===== src/rtl/instruction_fetch.sv =====
// Fetch front-end: owns the PC, runs the single-outstanding instruction-memory read
// handshake and buffers {pc, instr} pairs in a first-word-fall-through FIFO.
module instruction_fetch #(
    parameter int unsigned DEPTH    = 8,
    parameter logic [31:0] RESET_PC = 32'h40000060
) (
    input  logic        clk,
    input  logic        reset_n,
    // Instruction memory
    input  logic        instr_mem_resp,
    input  logic [31:0] instr_mem_rdata,
    output logic        instr_read,
    output logic [31:0] instr_mem_address,
    // Instruction queue
    input  logic        iq_dequeue,
    output logic        iq_valid,
    output logic [31:0] iq_instr,
    output logic [31:0] iq_pc,
    // Redirect from the ROB
    input  logic        flush,
    input  logic [31:0] flush_pc
);

    localparam int unsigned PTR_W = (DEPTH > 1) ? $clog2(DEPTH) : 1;
    localparam int unsigned CNT_W = PTR_W + 1;
    localparam logic [CNT_W-1:0] FULL_CNT = CNT_W'(DEPTH);

    typedef enum logic [1:0] {
        StIdle,
        StReq,
        StDiscard
    } state_t;

    state_t            r_state;
    state_t            w_state_next;
    logic [31:0]       r_pc;
    logic [31:0]       w_pc_next;
    logic [31:0]       r_addr;
    logic [31:0]       w_addr_next;
    logic              r_read;
    logic              w_read_next;
    logic [PTR_W-1:0]  r_head;
    logic [PTR_W-1:0]  r_tail;
    logic [CNT_W-1:0]  r_count;
    logic [CNT_W-1:0]  w_count_next;
    logic              w_enq;
    logic              w_deq;
    logic              w_empty;
    logic [31:0]       w_pc_plus4;

    logic [31:0]       r_mem_instr [DEPTH];
    logic [31:0]       r_mem_pc    [DEPTH];

    assign w_empty    = (r_count == '0);
    assign w_pc_plus4 = r_pc + 32'd4;

    // A response only lands in the FIFO when it belongs to a live request.
    assign w_enq = (r_state == StReq) && instr_mem_resp && !flush;
    assign w_deq = iq_dequeue && !w_empty && !flush;

    always_comb begin
        w_count_next = r_count;
        if (flush) begin
            w_count_next = '0;
        end else begin
            w_count_next = r_count + CNT_W'(w_enq) - CNT_W'(w_deq);
        end
    end

    always_comb begin
        w_pc_next = r_pc;
        if (flush) begin
            w_pc_next = flush_pc;
        end else if (w_enq) begin
            w_pc_next = w_pc_plus4;
        end
    end

    always_comb begin
        w_state_next = r_state;
        w_addr_next  = r_addr;
        case (r_state)
            StIdle: begin
                if (!flush && (r_count < FULL_CNT)) begin
                    w_state_next = StReq;
                    w_addr_next  = r_pc;
                end
            end
            StReq: begin
                if (instr_mem_resp) begin
                    if (flush) begin
                        w_state_next = StIdle;
                    end else if (w_count_next < FULL_CNT) begin
                        w_addr_next = w_pc_plus4;
                    end else begin
                        w_state_next = StIdle;
                    end
                end else if (flush) begin
                    // Address must stay put until the memory answers the old request.
                    w_state_next = StDiscard;
                end
            end
            StDiscard: begin
                if (instr_mem_resp) begin
                    w_state_next = StIdle;
                end
            end
            default: begin
                w_state_next = StIdle;
            end
        endcase
        w_read_next = (w_state_next != StIdle);
    end

    always_ff @(posedge clk or negedge reset_n) begin
        if (!reset_n) begin
            r_state <= StIdle;
            r_pc    <= RESET_PC;
            r_addr  <= RESET_PC;
            r_read  <= 1'b0;
        end else begin
            r_state <= w_state_next;
            r_pc    <= w_pc_next;
            r_addr  <= w_addr_next;
            r_read  <= w_read_next;
        end
    end

    always_ff @(posedge clk or negedge reset_n) begin
        if (!reset_n) begin
            r_head  <= '0;
            r_tail  <= '0;
            r_count <= '0;
        end else begin
            r_count <= w_count_next;
            if (flush) begin
                r_head <= '0;
                r_tail <= '0;
            end else begin
                r_head <= r_head + PTR_W'(w_deq);
                r_tail <= r_tail + PTR_W'(w_enq);
            end
        end
    end

    // Storage needs no reset; entries are only observed when the count says they are live.
    always_ff @(posedge clk) begin
        if (w_enq) begin
            r_mem_instr[r_tail] <= instr_mem_rdata;
            r_mem_pc[r_tail]    <= r_pc;
        end
    end

    assign instr_read        = r_read;
    assign instr_mem_address = r_addr;
    assign iq_valid          = !w_empty;
    assign iq_instr          = w_empty ? 32'h0 : r_mem_instr[r_head];
    assign iq_pc             = w_empty ? 32'h0 : r_mem_pc[r_head];

endmodule


===== config.mk =====
export PLATFORM = sky130hd
export DESIGN_NAME = instruction_fetch
export DESIGN_NICKNAME = d
export VERILOG_FILES = /design/src/rtl/instruction_fetch.sv
export SDC_FILE = /design/constraint.sdc
export NUM_CORES = 1
export LEC_CHECK = 0
export CAP_MARGIN = 5
export CORE_MARGIN = 2
export CORE_UTILIZATION = 35
export CTS_CLUSTER_DIAMETER = 120
export DETAILED_ROUTE_END_ITERATION = 16
export PLACE_DENSITY = 0.6
export SYNTH_ARGS = -nofsm -noshare
export SYNTH_HDL_FRONTEND = slang
export SYNTH_SLANG_ARGS = --single-unit
export TNS_END_PERCENT = 10

===== constraint.sdc =====
create_clock -name clk -period 9.74 [get_ports clk]
set_input_delay 1.948 -clock clk [delete_from_list [all_inputs] [get_ports clk]]
set_output_delay 1.948 -clock clk [all_outputs]
set_load 0.02 [all_outputs]

; Yosys cells after proc, flatten, opt, wreduce, memory -nomap -nowiden
; Memory sizes are Yosys's and may differ from the RTL's.
; Cells that the tools add are included.
[word_totals]
reg_bits = 77
memories = 2
ramBits = 512
out_inout_bits = 98
[classes]
reduce_logical = 13
mux = 21
eq_ne = 6
n_addsub = 5
n_lt_le_gt_ge = 2
[memory_table]
columns = name, depth, width, read_ports, rd_ports_with_merged_regs, write_ports, line_no
row1 = r_mem_instr, 8, 32, 1, 0, 1, 51  ; logic [31:0] r_mem_instr [DEPTH];
row2 = r_mem_pc, 8, 32, 1, 0, 1, 52  ; logic [31:0] r_mem_pc [DEPTH];
[ops]
columns = cell, n
row1 = $mux 32, 8
row2 = $pmux 32 s2, 1
row3 = $add 32x3->32 const B, 1
row4 = $mux 2, 6
row5 = $lt 4x4->1 const B, 2
row6 = $add 3x1->3, 2
row7 = $mux 3, 2
row8 = $ne 2x2->1 const B, 3
row9 = $pmux 2 s3, 1
row10 = $reduce_bool 2->1, 3
row11 = $logic_and 1x1->1, 5
row12 = $reduce_and 5->1, 1
row13 = $add 4x1->4, 1
row14 = $logic_not 4->1, 1
row15 = $mux 4, 1
row16 = $sub 4x1->4, 1
row17 = $eq 2x1->1 const B, 1
row18 = $eq 2x2->1 const B, 1
row19 = $logic_not 1->1, 2
row20 = $logic_not 2->1, 1
row21 = $mux 1, 2
row22 = $ne 2x1->1 const B, 1

; Logic depth before layout (Yosys ltp)
[logic_depth]
ltp_word = 12
mapped_depth = 14

; Worst setup path after synthesis
; Ideal clock, no wire load.
[synth_path]
path_type = input-to-reg
start = input instr_mem_resp
end = memory r_mem_instr[0][0], enable pin
n_path_buf = 1
arrival_time_ns = 6.958
path_slack_ns = 2.217
t_required_ns = 9.175
path_stages = 4
setup_ns = 0.565
path_cell_list = nand3b_4 -> buf_2 -> or3_1 -> nor3_1
[synth_via]
elab_chain_len = 4
[synth_lines]
columns = item, line_no
row1 = from (decl), 10  ; input logic instr_mem_resp,
row2 = $logic_and 1x1->1 (2 in series), 58  ; assign w_enq = (r_state == StReq) && instr_mem_resp && !flush;
row3 = $mux 1, 148  ; if (w_enq) begin
row4 = $mux 1 (implied by the code), 149  ; r_mem_instr[r_tail] <= instr_mem_rdata;
row5 = to (decl), 51
; No other way between the ends.

; Final worst setup path
[layout_path]
start = register r_head[1]
end = output iq_instr[17]
[layout_via]
elab_chain_len = 2
[layout_lines]
columns = item, line_no
row1 = from (decl), 42  ; logic [PTR_W-1:0] r_head;
row2 = from (signal assigned), 140  ; r_head <= r_head + PTR_W'(w_deq);
row3 = $mem_v2 8x32, --
row4 = $mux 32, 157  ; assign iq_instr = w_empty ? 32'h0 : r_mem_instr[r_head];
row5 = to (decl), 17  ; output logic [31:0] iq_instr,
; No other way between the ends.

==> impl_metrics.env <==
export IMPL_cts_sinks=589
export IMPL_startpoint_type="register"
export IMPL_criticalPathCategory="reg2out"
export IMPL_ys_seq_area_share_pct=73.51
export IMPL_stdcell_count=2365
export IMPL_clock_fmax_mhz=168.9
export IMPL_setup_worst_path_end_class="primary output"
export IMPL_ant_nets=0
export IMPL_cp_required_ns=7.79
export IMPL_io_buffers=166
export IMPL_synth_ff_type="edfxtp_1"
export IMPL_io_pins=167
export IMPL_slew_headroom_pct=24.97
export IMPL_grt_pass1_vias=12640
export IMPL_setup_viol=0
export IMPL_synth_fp_nets=1352
export IMPL_nets=1525
export IMPL_clkTransAtPathRegs_ns=0.06
export IMPL_place_ws_ns=4.282
export IMPL_p_leak_uw=0.008817
export IMPL_totalWireLength_um=53300
export IMPL_synth_area_leaders="edfxtp_1 65%, mux4_2 12%, dfrtp_1 7.5%, mux2i_1 2.8%, nor2_1 1.5%"
export IMPL_place_hpwl_um=30120
export IMPL_synthDistinctLibCells=47
export IMPL_rsz0062_at_grt="no"
export IMPL_viasPerCell=5.053
export IMPL_ys_top_cells_by_count="512 x edfxtp_1, 128 x mux4_2, 96 x nor2_1"
export IMPL_synth_edf_count=512
export IMPL_hold_path_class="reg2reg"
export IMPL_initial_core_util_pct=35.19
export IMPL_dieHeight_um=263.4
export IMPL_core_area_um2=66920
export IMPL_n_fill_cell=5925
export IMPL_yosysTopAreaCell="edfxtp_1"
export IMPL_drive_gt1_share_pct=17.57
export IMPL_die_w_um=263.4
export IMPL_avgSynthCellArea_um2=18.51
export IMPL_synthCells=1272
export IMPL_hold_ws_ns=0.4811
export IMPL_drv_slew=0
export IMPL_drc=0
export IMPL_peakVddDrop_uv=161.0
export IMPL_clock_latency_ns=0.63
export IMPL_dp_cells=2258
export IMPL_status="completed"
export IMPL_yosysMostFrequentCell="edfxtp_1"
export IMPL_async_reset_ff_share_pct=13.07
export IMPL_tns_ns=0
export IMPL_cts_max_path_buffers=3
export IMPL_tightestPinTransition_ns=1.125
export IMPL_ys_ff_latch=589
export IMPL_grt_pass1_wl_um=80610
export IMPL_use_met3_pct=2.385
export IMPL_fin_ws_ns=3.820
export IMPL_critPathMaxFanout=71
export IMPL_cts_root_buf="clkbuf_16"
export IMPL_syn2layout_area_growth_pct=19.44
export IMPL_timing_final_hold_violations=0
export IMPL_fin_crit_sh_pct=60.78
export IMPL_numCtsBuffers=58
export IMPL_final_util_pct=42.03
export IMPL_use_met1_pct=21.95
export IMPL_detail_route_first_pass_iterations=5
export IMPL_syn_area_um2=23550
export IMPL_cts_tree="yes"
export IMPL_period_needed_ns=5.920
export IMPL_busiest_layer="met2"
export IMPL_dr_first_iter_drc_count=881
export IMPL_place_congestion=0.7570
export IMPL_postCtsResizedCells=0
export IMPL_track_usage_pct=15.48
export IMPL_yosys_warnings=0
export IMPL_dieArea_um2=69370
export IMPL_rows=95
export IMPL_grtUsageMet2_pct=25.14
export IMPL_max_cap_viol_count=0
export IMPL_hold_buffers=0
export IMPL_final_setup_skew_ns=0.02370
export IMPL_wl_per_cell_um=22.54
export IMPL_crit_arrival_ns=3.97
export IMPL_overflow=0
export IMPL_yosysTopAreaCellShare_pct=65.29
export IMPL_htreeDepth=2
export IMPL_grt_max_degree=83
export IMPL_cts_setup_buffers=0
export IMPL_vias=11950
export IMPL_antenna_found_initial=1
export IMPL_powerDensity_nw_per_um2=239.4
## worst paths after layout
path / start / to / slack [ns] / depth (start not counted)
min in group asynchronous: reset_n / instr_mem_address[29]$_DFFE_PN0P_ / 1.16 / 1
worst max register to register: r_count[2]$_DFF_PN0_ / instr_mem_address[0]$_DFFE_PN0P_ / 5.73 / 13
worst max-delay path: r_head[1]$_DFF_PN0_ / iq_instr[17] / 3.82 / 5
max in group asynchronous: reset_n / r_head[1]$_DFF_PN0_ / 7.37 / 2
worst min register to register: instr_mem_address[30]$_DFFE_PN1P_ / instr_mem_address[30]$_DFFE_PN1P_ / 0.48 / 2
worst min-delay path: instr_mem_address[30]$_DFFE_PN1P_ / instr_mem_address[30]$_DFFE_PN1P_ / 0.48 / 2
## routing by layer
layer	up-vias	part of all wire, %
met3	67	4.7
met4	0	1.8
met5	-	0
li1	5319	-
met1	6265	46
met2	300	48
## per-stage QoR
step	total power [µW]	cell area [µm²]
CTS	6836	28120
detailed placement	4576	26230
finish	6732	28120
floorplan	3882	23550
global route	7036	28120
global placement	4566	26230
## sequential cells by signal, summed over array words and instances (netlist names)
register           cells
instr_mem_address     32
instr_read             1
r_count                4
r_head                 3
r_mem_instr          256
r_mem_pc             256
r_pc                  32
r_state                2
r_tail                 3
## power breakdown
part,internal (µW),switching (µW),leakage [µW]
clock,1290,950,0.000910
sequential,2880,152,0.00557
combinational,673,791,0.00234
total,4840,1890,0.00882
## cell usage in the layout, fill, tap and decap left out, types with 4 or more instances in the layout
master and count:
ha_1 10, nand4_1 14, dfstp_2 6, mux4_2 128
xor2_1 38, nor2_1 90, xnor2_1 23, clkdlybuf4s50_1 164
o21ai_0 54, clkinv_1 11, nand2_1 79, mux2i_1 67
edfxtp_1 512, clkbuf_16 59, nor3_1 8, inv_1 13
o21ai_1 5, clkinv_2 7, nor2_4 6, mux2_2 4
bufinv_16 6, nor2b_1 9, clkinvlp_4 4, buf_4 17
nand3_1 24, dfrtp_1 68, clkbuf_1 15
## cell type report
type / instances / area [µm²] / area share (%)
Clock buffer: 76 / 1560 / 5.548
Antenna cell: 1 / 2.502 / 0.008898
Sequential cell: 589 / 17320 / 61.58
Clock inverter: 30 / 336.6 / 1.197
Timing Repair Buffer: 183 / 1794 / 6.380
Multi-Input combinational cell: 600 / 5969 / 21.23
Tap cell: 873 / 1092 / 3.884
Inverter: 13 / 48.80 / 0.1735
## critical path: stages, from the launching register on
cell and delay, ns:
dfrtp_4 1.17, buf_4 0.81, mux4_2 0.37, mux2i_1 0.07, nor2_1 0.22, clkdlybuf4s50_1 0.65
## cell families after synthesis
| group | synth area share, % |
|---|---|
| compound gates | 1.573 |
| xor+xnor | 2.269 |
| fa+ha+maj | 0.6164 |
| buf+inv | 1.445 |
| flops | 73.51 |
| mux | 15.28 |
| simple gates | 5.308 |
No activity file was read; power rests on OpenSTA's default activity.
